===== src/rtl/smc_wr_strobe_gen.sv =====
// smc_wr_strobe_gen: SRAM-style write strobe sequencer (IDLE/SETUP/STROBE/HOLD).
// Define SMC_WR_BURST_EN to allow back-to-back accesses without an IDLE cycle.
module smc_wr_strobe_gen #(
  parameter int BYTE_LANES = 4,
  parameter int CNT_W      = 4
) (
  input  logic                  hclk,
  input  logic                  sys_reset,
  input  logic                  wr_req,
  input  logic [BYTE_LANES-1:0] wr_be,
  input  logic [CNT_W-1:0]      cfg_setup,
  input  logic [CNT_W-1:0]      cfg_pulse,
  input  logic [CNT_W-1:0]      cfg_hold,
  output logic                  wr_ready,
  output logic                  wr_done,
  output logic                  busy,
  output logic [BYTE_LANES-1:0] smc_n_we,
  output logic                  smc_n_wr
);
  typedef enum logic [1:0] {IDLE, SETUP, STROBE, HOLD} state_t;
  state_t state, state_n;
  logic [CNT_W-1:0] cnt, cnt_n, pulse_q, pulse_n, hold_q, hold_n;
  logic [BYTE_LANES-1:0] be_q, be_n;
  logic accept;
  // Strobes are registered from the next state so they line up exactly with STROBE cycles
  always_ff @(posedge hclk or posedge sys_reset)
    if (sys_reset) begin
      state    <= IDLE;
      cnt      <= '0;
      be_q     <= '0;
      pulse_q  <= '0;
      hold_q   <= '0;
      smc_n_wr <= 1'b1;
      smc_n_we <= '1;
    end else begin
      state    <= state_n;
      cnt      <= cnt_n;
      be_q     <= be_n;
      pulse_q  <= pulse_n;
      hold_q   <= hold_n;
      smc_n_wr <= state_n != STROBE;
      smc_n_we <= (state_n == STROBE) ? ~be_n : '1;
    end
  always_comb begin
    accept  = wr_req & wr_ready;
    be_n    = accept ? wr_be : be_q;
    pulse_n = accept ? cfg_pulse : pulse_q;
    hold_n  = accept ? cfg_hold : hold_q;
    state_n = state;
    cnt_n   = cnt;
    if (accept) begin
      state_n = (|cfg_setup) ? SETUP : STROBE;
      cnt_n   = (|cfg_setup) ? cfg_setup - CNT_W'(1) : cfg_pulse;
    end else if (state != IDLE && |cnt)
      cnt_n = cnt - CNT_W'(1);
    else
      case (state)
        SETUP: begin
          state_n = STROBE;
          cnt_n   = pulse_q;
        end
        STROBE: begin
          state_n = (|hold_q) ? HOLD : IDLE;
          cnt_n   = (|hold_q) ? hold_q - CNT_W'(1) : '0;
        end
        HOLD:    state_n = IDLE;
        default: state_n = IDLE;
      endcase
  end
  always_comb begin
    busy    = state != IDLE;
    wr_done = (state == HOLD || (state == STROBE && ~|hold_q)) && ~|cnt;
`ifdef SMC_WR_BURST_EN
    wr_ready = ~busy | wr_done;
`else
    wr_ready = ~busy;
`endif
  end
endmodule


===== config.mk =====
export PLATFORM = sky130hd
export DESIGN_NAME = smc_wr_strobe_gen
export DESIGN_NICKNAME = d
export VERILOG_FILES = /design/src/rtl/smc_wr_strobe_gen.sv
export SDC_FILE = /design/constraint.sdc
export NUM_CORES = 1
export LEC_CHECK = 0
export CORE_MARGIN = 2
export CORE_UTILIZATION = 37
export CTS_CLUSTER_SIZE = 20
export DETAILED_ROUTE_END_ITERATION = 10
export GPL_ROUTABILITY_DRIVEN = 0
export HOLD_SLACK_MARGIN = 0.12
export PLACE_DENSITY_LB_ADDON = 0.2
export SETUP_SLACK_MARGIN = 0.5
export SLEW_MARGIN = 20
export SYNTH_ARGS = -nofsm -noshare
export SYNTH_HDL_FRONTEND = slang
export SYNTH_SLANG_ARGS = --single-unit
export TNS_END_PERCENT = 100

===== constraint.sdc =====
create_clock -name hclk -period 3.9 [get_ports hclk]
set_input_delay 0.585 -clock hclk [delete_from_list [all_inputs] [get_ports hclk]]
set_output_delay 0.585 -clock hclk [all_outputs]
set_load 0.01 [all_outputs]

==> results of run 1 <==
## worst max-delay path, delay by kind of cell, from the launching register on
kind	cells	cell delay [ps]
buffers and inverters	2	620
AND/OR/NAND/NOR	2	580
flip-flops	1	440
adder cells (fa/ha/maj)	1	220
## registers in the layout, summed over array words and instances (netlist names)
signal and cells:
pulse_q 4, hold_q 4, smc_n_we 4, be_q 4
cnt 4, state 2, smc_n_wr 1
## layout make-up
cell class	count	area (µm²)
flip-flops and latches	23	582
clock inverters	1	7.51
multi-input cells	84	663
repair buffers	26	260
clock buffers	3	22.5
well taps	46	57.6
fillers	311	1740
inverters	15	56.3
## cells by family after synthesis
kind of cell | synth area share
and+or+nand+nor | 0.148
adders and majority gates | 0.0567
xor gates and xnor gates | 0.0199
muxes | 0.109
DFF | 0.440
buffers and inverters | 0.0595
AOI/OAI and AO/OA | 0.167
## final timing paths
kind	startpoint	end	cells after the start
hold reg to reg	pulse_q[0]	pulse_q[0]	2
setup / recovery	cnt[0]	wr_done	5
setup reg to reg	state[0]	smc_n_we[2]	6
min in group asynchronous	sys_reset	be_q[2]	2
hold / removal	pulse_q[0]	pulse_q[0]	2
max in group asynchronous	sys_reset	pulse_q[0]	2
## stage by stage
step / setup WS, ps / hold WS (ps)
finish: 1140 / 502
CTS: 1120 / 508
global placement: 1470 / 479
detailed placement: 1410 / 479
global route: 1020 / 540
floorplan: 2100 / 450
## cell usage in the layout, fill, tap and decap left out, types with 2 or more instances in the layout
cell	instances
o22ai_1	2
nor3_1	2
nor2b_1	2
inv_1	15
dfstp_2	5
nand3b_1	2
clkbuf_4	3
a31oi_1	2
dfrtp_1	18
nand3_1	6
nor2_1	10
nor3b_2	2
ha_1	6
or2_2	2
mux2_2	11
o21ai_0	2
nand2_1	7
mux2i_1	2
o211ai_1	2
o221ai_1	2
a21oi_1	3
xnor2_1	2
clkdlybuf4s50_1	26
o31ai_1	2
## power by group
group          switching [µW]  total [µW]  internal, µW
Clock                    77.8         117          39.1
Sequential               88.1         463           375
Combinational             347         683           337
Total                     513        1260           750
## per-layer routing
layer / track usage / wire (µm)
met1: 0.219 / 1350
met3: 0.0264 / 83
met4: 0.0489 / 16
met5: 0 / 0
met2: 0.217 / 1270
==> metrics.md, run 1 <==
| Metric | Value |
|---|---|
| CP cell instances | inv_1 -> ha_1 -> or3b_4 -> nor2_1 -> clkdlybuf4s50_1 |
| Clk pin slew, worst setup/hold paths | around 140 ps |
| Setup_tns | 0 ps |
| Minimum clock period | around 2800 ps |
| Worst-margin pin slew | roughly 950 ps |
| Area Overhead vs Synth | 24.6% |
| DRT Pass-1 Iters | 4 |
| Maximum number of pins on one net before global-route repair | 25 |
| Max_cap viols | 0 |
| Data required, critical path | about 3300 ps |
| CP arrival | 2180 ps |
| Post-Place Cells | about 190 |
| DRC Markers | 0 |
| Cell taking the most area after synthesis | dfrtp_1 |
| Register area share after synthesis | 0.440 |
| Site row count | 21 |
| GRT Total Usage | 0.148 |
| Chip height | 63.8 µm |
| Post-synth top cells | dfrtp_1 (18), inv_1 (15), mux2_2 (11), nor2_1 (10), nand2_1 (7) |
| GRT overflow | 0 |
| Top-area cell type share of the netlist area | 0.340 |
| Critical Path Start Type | flip-flop |
| DIE AREA | 4070 µm² |
| Clock buffer depth | 2 |
| Final setup viols | 0 |
| Post-CTS Setup Bufs | 0 |
| Dominant cells by area after synthesis | dfrtp_1 (34%), dfstp_2 (9.9%), mux2_2 (9.4%) |
| Layout net count | approximately 180 |
| Post-synth EDFFs | 0 |
| Fmax | approximately 0.36 GHz |
| Design area | roughly 1600 µm² |
| Detailed-route wire length per cell | roughly 14 µm |
| Vias in the first global route | between 1k and 1.5k |
| Worst min path class | reg2reg |
| Vias | between 1k and 1.5k |
| Final core occ | 0.487 |
| Status | completed |
| Fraction of registers with async set or reset after synthesis | 1.00 |
| P per Cell Area | 766 nW/µm² |
| Diode count | 0 |
| Max FO, Critical Path | 4 |
| VDD IR-drop max | between 0.3 and 0.4 mV |
| Final WL | approximately 2.7 mm |
| Final-report hold violation count | 0 |
| Vias/cell | between 5 and 6 |
| Placed cell areas | between 1500 and 2000 µm² |
| Port Buffers | 26 |
| Count of cell types in the netlist | 39 |
| CTS Sinks | 23 |
| CP max stage delay | ~550 ps |
| CTS tree | built |
| Design Power | 1260 µW |
| Main synth FF type | dfrtp_1 |
| P_leak | between 0.0006 and 0.0007 µW |
| Synthesized area per cell | 10.5 µm² |
| Worst-Skew Late Latency | between 300 and 400 ps |
| Yosys Warn Count | 0 |
| DIE WIDTH | 63.8 µm |
| Detailed placement HPWL | between 2 and 2.5 mm |
| Htree depth | 1 |
| Rel. slew slack | 0.363 |
| Fin cells | ~200 |
| IO Count | 27 |
| RSZ-0062 raised after global routing | false |
| Core area | ~3400 µm² |
| Root Driver | clkbuf_4 |
| Post-route ant nets | 0 |
| Kind of critical path | reg2out |
| Slowest cell on crit path | clkdlybuf4s50_1 |
| Initial drt markers | between 70 and 80 |
| Starting Density | 0.391 |
| Mapped Area | approximately 1300 µm² |
| Reg2Reg Setup Slack | between 1500 and 2000 ps |
| First-pass GRT wire length | approximately 4.7 mm |
| Synthesized netlist cell count | around 130 |
| Tcrit/Tclk final | 0.708 |
| Synth Register Bits | 23 |
| Share of cells above drive strength 1 | 0.191 |
| PostCTS Resize Cnt | 0 |
| Crit end category | output port |
| Slew Limit Fails | 0 |
| Most frequent cell after synthesis | dfrtp_1 |
| Clock buffer count from CTS | 3 |
| Post-cts hold buffer count | 0 |
| Fin Clk Skew | roughly 5.5 ps |
| Initial antenna violation count | 0 |
| Mapped Nets | 151 |
Note: power is estimated with default switching activity, not from simulation.
==> run 2, diff against run 1 <==
- clock period: 3.9 -> 2.9 ns (I/O delays scaled with it)
==> run 2 against run 1 <==
Net effect: via count up 0.68%; utilization up 0.18 points; global-route usage down 0.24 points; hold slack better by 1.7 ps; sequential share of layout area down 0.13 points; non-clock buffer count up 1; total power up 35%; highest routed layer unchanged.
==> metrics.md, run 2 (synthesized netlist as in run 1, its figures left out) <==
| Metric | Value |
|---|---|
| Status | completed (unchanged) |
| IO Count | 27 (unchanged) |
| Initial antenna violation count | 0 (unchanged) |
| Rel. slew slack | 0.432 (was 0.363) |
| Chip height | 63.8 µm (unchanged) |
| Detailed-route wire length per cell | 13.7 µm (about the same) |
| Slowest cell on crit path | dfrtp_1 (was clkdlybuf4s50_1) |
| Register Area | 582 µm² (unchanged) |
| Commonest non-fill, non-tap cell in the layout | clkdlybuf4s50_1 (unchanged) |
| Htree depth | 1 (unchanged) |
| Placed cell areas | 1630 µm² (was 1620 µm²) |
| DRT Pass-1 Iters | 4 (unchanged) |
| Critical Path Start Type | flip-flop (unchanged) |
| Commonest cells after routing, fill and taps aside | clkdlybuf4s50_1 (25), dfrtp_1 (18), inv_1 (15) (was clkdlybuf4s50_1 (26), dfrtp_1 (18), inv_1 (15)) |
| Fin Clk Skew | 1.23 ps (was 5.53 ps) |
| Tcrit/Tclk final | 0.793 |
| P_leak | 0.000684 µW (was 0.000672 µW) |
| VDD IR-drop max | 0.421 mV (was 0.345 mV) |
| Clk pin slew, worst setup/hold paths | 130 ps (was 140 ps) |
| CTS Sinks | 23 (unchanged) |
| Final WL | 2.73 mm (was 2.71 mm) |
| Global route hottest layer | met2 (was met1) |
| Clock buffer depth | 2 (unchanged) |
| GRT overflow | 0 (unchanged) |
| Number of fill cells | 331 (was 311) |
| Final core occ | 0.488 (was 0.487) |
| DIE WIDTH | 63.8 µm (unchanged) |
| CP cell instances | inv_1 -> ha_1 -> or3b_4 -> nor2_1 -> dlygate4sd2_1 (was inv_1 -> ha_1 -> or3b_4 -> nor2_1 -> clkdlybuf4s50_1) |
| Multi-input logic area | 666 µm² (was 663 µm²) |
| Minimum clock period | around 2300 ps |
| RSZ-0062 raised after global routing | false (unchanged) |
| Max FO, Critical Path | 4 (unchanged) |
| Port Buffers | 26 (unchanged) |
| Root Driver | clkbuf_4 (unchanged) |
| M3 GR Usage | 0.0352 (was 0.0264) |
| Fin cells | 199 (was 198) |
| Kind of critical path | reg2out (unchanged) |
| Vias in the first global route | 1,051 (was 1,029) |
| P per Cell Area | 1030 nW/µm² (was 766 nW/µm²) |
| Starting Density | 0.391 (unchanged) |
| CP max stage delay | 440 ps (was 550 ps) |
| Clock buffer count from CTS | 3 (unchanged) |
| Fmax | between 0.4 and 0.5 GHz |
| DRC Markers | 0 (unchanged) |
| Maximum number of pins on one net before global-route repair | 24 (was 25) |
| First-pass GRT wire length | 4.62 mm (was 4.75 mm) |
| M1 GR Usage | 0.187 (was 0.219) |
| Area Overhead vs Synth | 25.0% (was 24.6%) |
| Design area | 1660 µm² (was 1650 µm²) |
| Max_cap viols | 0 (unchanged) |
| Final setup viols | 0 (unchanged) |
| Post-route ant nets | 0 (unchanged) |
| Data required, critical path | 2470 ps (was 3310 ps) |
| GRT Total Usage | 0.146 (was 0.148) |
| Setup_tns | 0 ps (unchanged) |
| CTS tree | built (unchanged) |
| Initial drt markers | 26 (was 75) |
| Layout net count | 179 (was 178) |
| Detailed placement HPWL | 2.11 mm (was 2.07 mm) |
| Diode count | 0 (unchanged) |
| M2 GR Usage | 0.236 (was 0.217) |
| Worst-Skew Late Latency | 300 ps (was 310 ps) |
| Share of cells above drive strength 1 | 0.203 (was 0.191) |
| Post-cts hold buffer count | 0 (unchanged) |
| Worst min path class | reg2reg (unchanged) |
| Post-CTS Setup Bufs | 0 (unchanged) |
| Vias/cell | 5.17 (was 5.16) |
| DIE AREA | 4070 µm² (unchanged) |
| Post-Place Cells | 195 (was 194) |
| Final-report hold violation count | 0 (unchanged) |
| Slew Limit Fails | 0 (unchanged) |
| CP arrival | 1860 ps (was 2180 ps) |
| Core area | 3390 µm² (unchanged) |
| Crit end category | output port (unchanged) |
| Vias | 1,029 (was 1,022) |
| Worst-margin pin slew | 851 ps (was 954 ps) |
| Site row count | 21 (unchanged) |
==> run 2: report_power, final <==
part,switching [µW],internal [µW],leakage [µW]
Clock,97.4,51.4,0.0000177
Sequential,120,504,0.000266
Combinational,473,461,0.000400
Total,691,1020,0.000684
==> run 2: worst paths after layout <==
path,depth (start not counted),from,endpoint,slack [ps]
max,5,cnt[0],wr_done,600
min,2,pulse_q[0],pulse_q[0],500
max reg2reg,6,state[0],cnt[2],780
min reg2reg,2,pulse_q[0],pulse_q[0],500
max in group asynchronous,2,sys_reset,cnt[0],1790
min in group asynchronous,2,sys_reset,be_q[1],590
==> run 2: what timing repair did <==
action	CTS	global route
gates resized for setup	2	0
hold endpoints to repair	0	0
setup endpoints to repair	2	0
==> run 2: layout make-up <==
cell class	count	share of cell area
multi-input cells	84	0.402
flip-flops and latches	23	0.351
well taps	46	0.0348
clock inverters	1	0.00302
repair buffers	27	0.161
inverters	15	0.0340
clock buffers	3	0.0136
==> run 2: routing by layer <==
layer  wire length [µm]  share of wire
met1               1210           0.44
met2               1380           0.51
met3                111          0.041
met4                 21         0.0077
met5                  0              0
==> run 2: worst max-delay path, delay by kind of cell, from the launching register on <==
family        cells  cell delay, ps
simple gates      2             560
flops             1             440
buf+inv           2             360
fa+ha+maj         1             200
==> run 2: stage by stage <==
step / total power (µW) / setup WS, ps / hold WS [ps]
6_report: 1710 / 600 / 504
5_1_grt: 1860 / 506 / 537
4_1_cts: 1720 / 584 / 505
3_5_place_dp: 1560 / 562 / 476
3_3_place_gp: 1530 / 660 / 474
2_1_floorplan: 1280 / 1240 / 433
==> run 3, diff against run 2 <==
- clock period: 2.9 -> 1.95 ns (I/O delays scaled with it)
==> run 3 against run 2 <==
Net effect: combinational power increased by 150%; die area unchanged; worst setup slack got worse by 490 ps; sequential cell count unchanged; total power increased by 100%; largest cell class unchanged; largest power group unchanged; highest routed layer unchanged.
==> metrics.md, run 3 (synthesized netlist as in run 1, its figures left out) <==
| Metric | Value |
|---|---|
| Status | completed (unchanged) |
| CTS Sinks | 23 (unchanged) |
| Vias/cell | 5.13 (was 5.17) |
| Internal power | 2030 µW (was 1020 µW) |
| Fin Clk Skew | 9.57 ps (was 1.23 ps) |
| Diode count | 0 (unchanged) |
| Detailed placement HPWL | 2.33 mm (was 2.11 mm) |
| Worst min path class | in2async (was reg2reg) |
| Post-route ant nets | 0 (unchanged) |
| Number of fill cells | 273 (was 331) |
| Clk pwr share | 0.064 (was 0.087) |
| Setup crit end | wr_done (unchanged) |
| Final-report hold violation count | 0 (unchanged) |
| Reg2Reg Launch Point | cnt[0] (was state[0]) |
| Share of cells above drive strength 1 | 0.428 (was 0.203) |
| Post-cts hold buffer count | 0 (unchanged) |
| R2R depth | 7 (was 6) |
| Starting Density | 0.391 (unchanged) |
| RSZ-0062 raised after global routing | true (was false) |
| Combinational fraction of design power | 0.674 (was 0.547) |
| Initial antenna violation count | 0 (unchanged) |
| DIE AREA | 4070 µm² (unchanged) |
| Post-Place Cells | 207 (was 195) |
| Multi-input logic area | 840 µm² (was 666 µm²) |
| First-pass GRT wire length | 5.47 mm (was 4.62 mm) |
| Register Area | 582 µm² (unchanged) |
| Setup_tns | 0 ps (unchanged) |
| Minimum clock period | between 1500 and 2000 ps |
| Fmax | approximately 0.54 GHz |
| Core area | 3390 µm² (unchanged) |
| Commonest non-fill, non-tap cell in the layout | buf_4 (was clkdlybuf4s50_1) |
| Maximum number of pins on one net before global-route repair | 25 (was 24) |
| Vias | 1,159 (was 1,029) |
| Rel. slew slack | 0.657 (was 0.432) |
| Site row count | 21 (unchanged) |
| Design Power | 3450 µW (was 1710 µW) |
| GRT Total Usage | 0.171 (was 0.146) |
| VDD IR-drop max | 0.683 mV (was 0.421 mV) |
| Area Overhead vs Synth | 56.0% (was 25.0%) |
| Worst-margin pin slew | 508 ps (was 851 ps) |
| Vias in the first global route | 1,159 (was 1,051) |
| Worst-Skew Late Latency | 310 ps (was 300 ps) |
| Slew Limit Fails | 0 (unchanged) |
| P_leak | 0.000879 µW (was 0.000684 µW) |
| Detailed-route wire length per cell | 15.8 µm (was 13.7 µm) |
| Sw Share | 0.411 (was 0.405) |
| Initial drt markers | 23 (was 26) |
| Kind of critical path | reg2out (unchanged) |
| Layout net count | 206 (was 179) |
| Clock buffer depth | 2 (unchanged) |
| Chip height | 63.8 µm (unchanged) |
| Final core occ | 0.609 (was 0.488) |
| Final setup viols | 0 (unchanged) |
| Crit end category | output port (unchanged) |
| DRT Pass-1 Iters | 4 (unchanged) |
| Port Buffers | 26 (unchanged) |
| CTS tree | built (unchanged) |
| Psw | 1420 µW (was 691 µW) |
| Seq pwr share | 0.262 (was 0.366) |
| Clk pin slew, worst setup/hold paths | 130 ps (about the same) |
| P per Cell Area | 1670 nW/µm² (was 1030 nW/µm²) |
| DRC Markers | 0 (unchanged) |
| Commonest cells after routing, fill and taps aside | buf_4 (19), dfrtp_1 (18), clkdlybuf4s50_1 (17) (was clkdlybuf4s50_1 (25), dfrtp_1 (18), inv_1 (15)) |
| Crit path from | cnt[0] (unchanged) |
| Max_cap viols | 0 (unchanged) |
| Fin cells | 226 (was 199) |
| Final WL | 3.57 mm (was 2.73 mm) |
| Clock buffer count from CTS | 3 (unchanged) |
| Max FO, Critical Path | 2 (was 4) |
| IO Count | 27 (unchanged) |
| Reg2reg end | cnt[0] (was cnt[2]) |
| Root Driver | clkbuf_4 (unchanged) |
| Data required, critical path | 1660 ps (was 2470 ps) |
| Tcrit/Tclk final | 0.944 |
| Critical Path Start Type | flip-flop (unchanged) |
| DIE WIDTH | 63.8 µm (unchanged) |
| GRT overflow | 0 (unchanged) |
| Htree depth | 1 (unchanged) |
| Reg2Reg Setup Slack | 130 ps (was 780 ps) |
| CP arrival | 1550 ps (was 1860 ps) |
run 3: changes by cell type in the layout (fill, tap and decap cells not counted), moves of 4 or more:
cell             change
buf_4               +18
mux2_4               +5
clkdlybuf4s50_1      -8
dlygate4sd2_1        +4
nand3_2              +4
mux2_2               -5
buf_6                +8
nand3_1              -4
run 3: timing repair:
item	4_1_cts	5_1_grt
pin swaps	12	7
cloned	0	1
endpoints found under the hold margin	0	0
endpoints found under the setup margin	31	25
resized for setup	33	15
buffers inserted	9	5
run 3: power groups by stage:
stage | combinational [µW] | sequential (µW) | clock [µW]
floorplan | 1140 | 928 | 0
global placement | 1640 | 903 | 0
detailed placement | 1650 | 918 | 0
CTS | 1980 | 897 | 228
global route | 2500 | 928 | 250
finish | 2320 | 902 | 221
run 3: cell type report:
cell class,instances,area share
multi-input cells,85,0.406
flip-flops and latches,23,0.282
repair buffers,53,0.242
inverters,15,0.0291
well taps,46,0.0279
clock buffers,3,0.0109
clock inverters,1,0.00242
run 3: through the flow:
| step | hold slack, ps | worst slack, ps | instance area [µm²] |
|---|---|---|---|
| 6_report | 272 | 110 | 2070 |
| 5_1_grt | 299 | 53.0 | 2070 |
| 4_1_cts | 273 | 110 | 1940 |
| 3_5_place_dp | 475 | 39.4 | 1770 |
| 3_3_place_gp | 472 | 62.6 | 1770 |
| 2_1_floorplan | 291 | 441 | 1400 |
run 3: layer usage:
layer,global-route usage,up-vias,routed length (µm)
met4,0.0489,0,35
met3,0.0264,4,126
met2,0.290,25,1820
met1,0.226,571,1590
li1,-,559,-
met5,0,-,0
run 3: critical path: stages (launching register included):
cell and delay [ps]:
dfrtp_1 410, inv_1 70, ha_2 170, or3b_4 380, nor2_2 90, buf_2 130
run 3: worst min path at each step:
| stage | depth (start not counted) | startpoint | slack (ps) | to |
|---|---|---|---|---|
| 2_1_floorplan | 1 | sys_reset | 290 | be_q[0] |
| 3_3_place_gp | 2 | pulse_q[0] | 470 | pulse_q[0] |
| 3_5_place_dp | 2 | pulse_q[0] | 470 | pulse_q[0] |
| 4_1_cts | 2 | sys_reset | 270 | be_q[2] |
| 5_1_grt | 2 | sys_reset | 300 | be_q[2] |
| 6_report | 2 | sys_reset | 270 | state[0] |
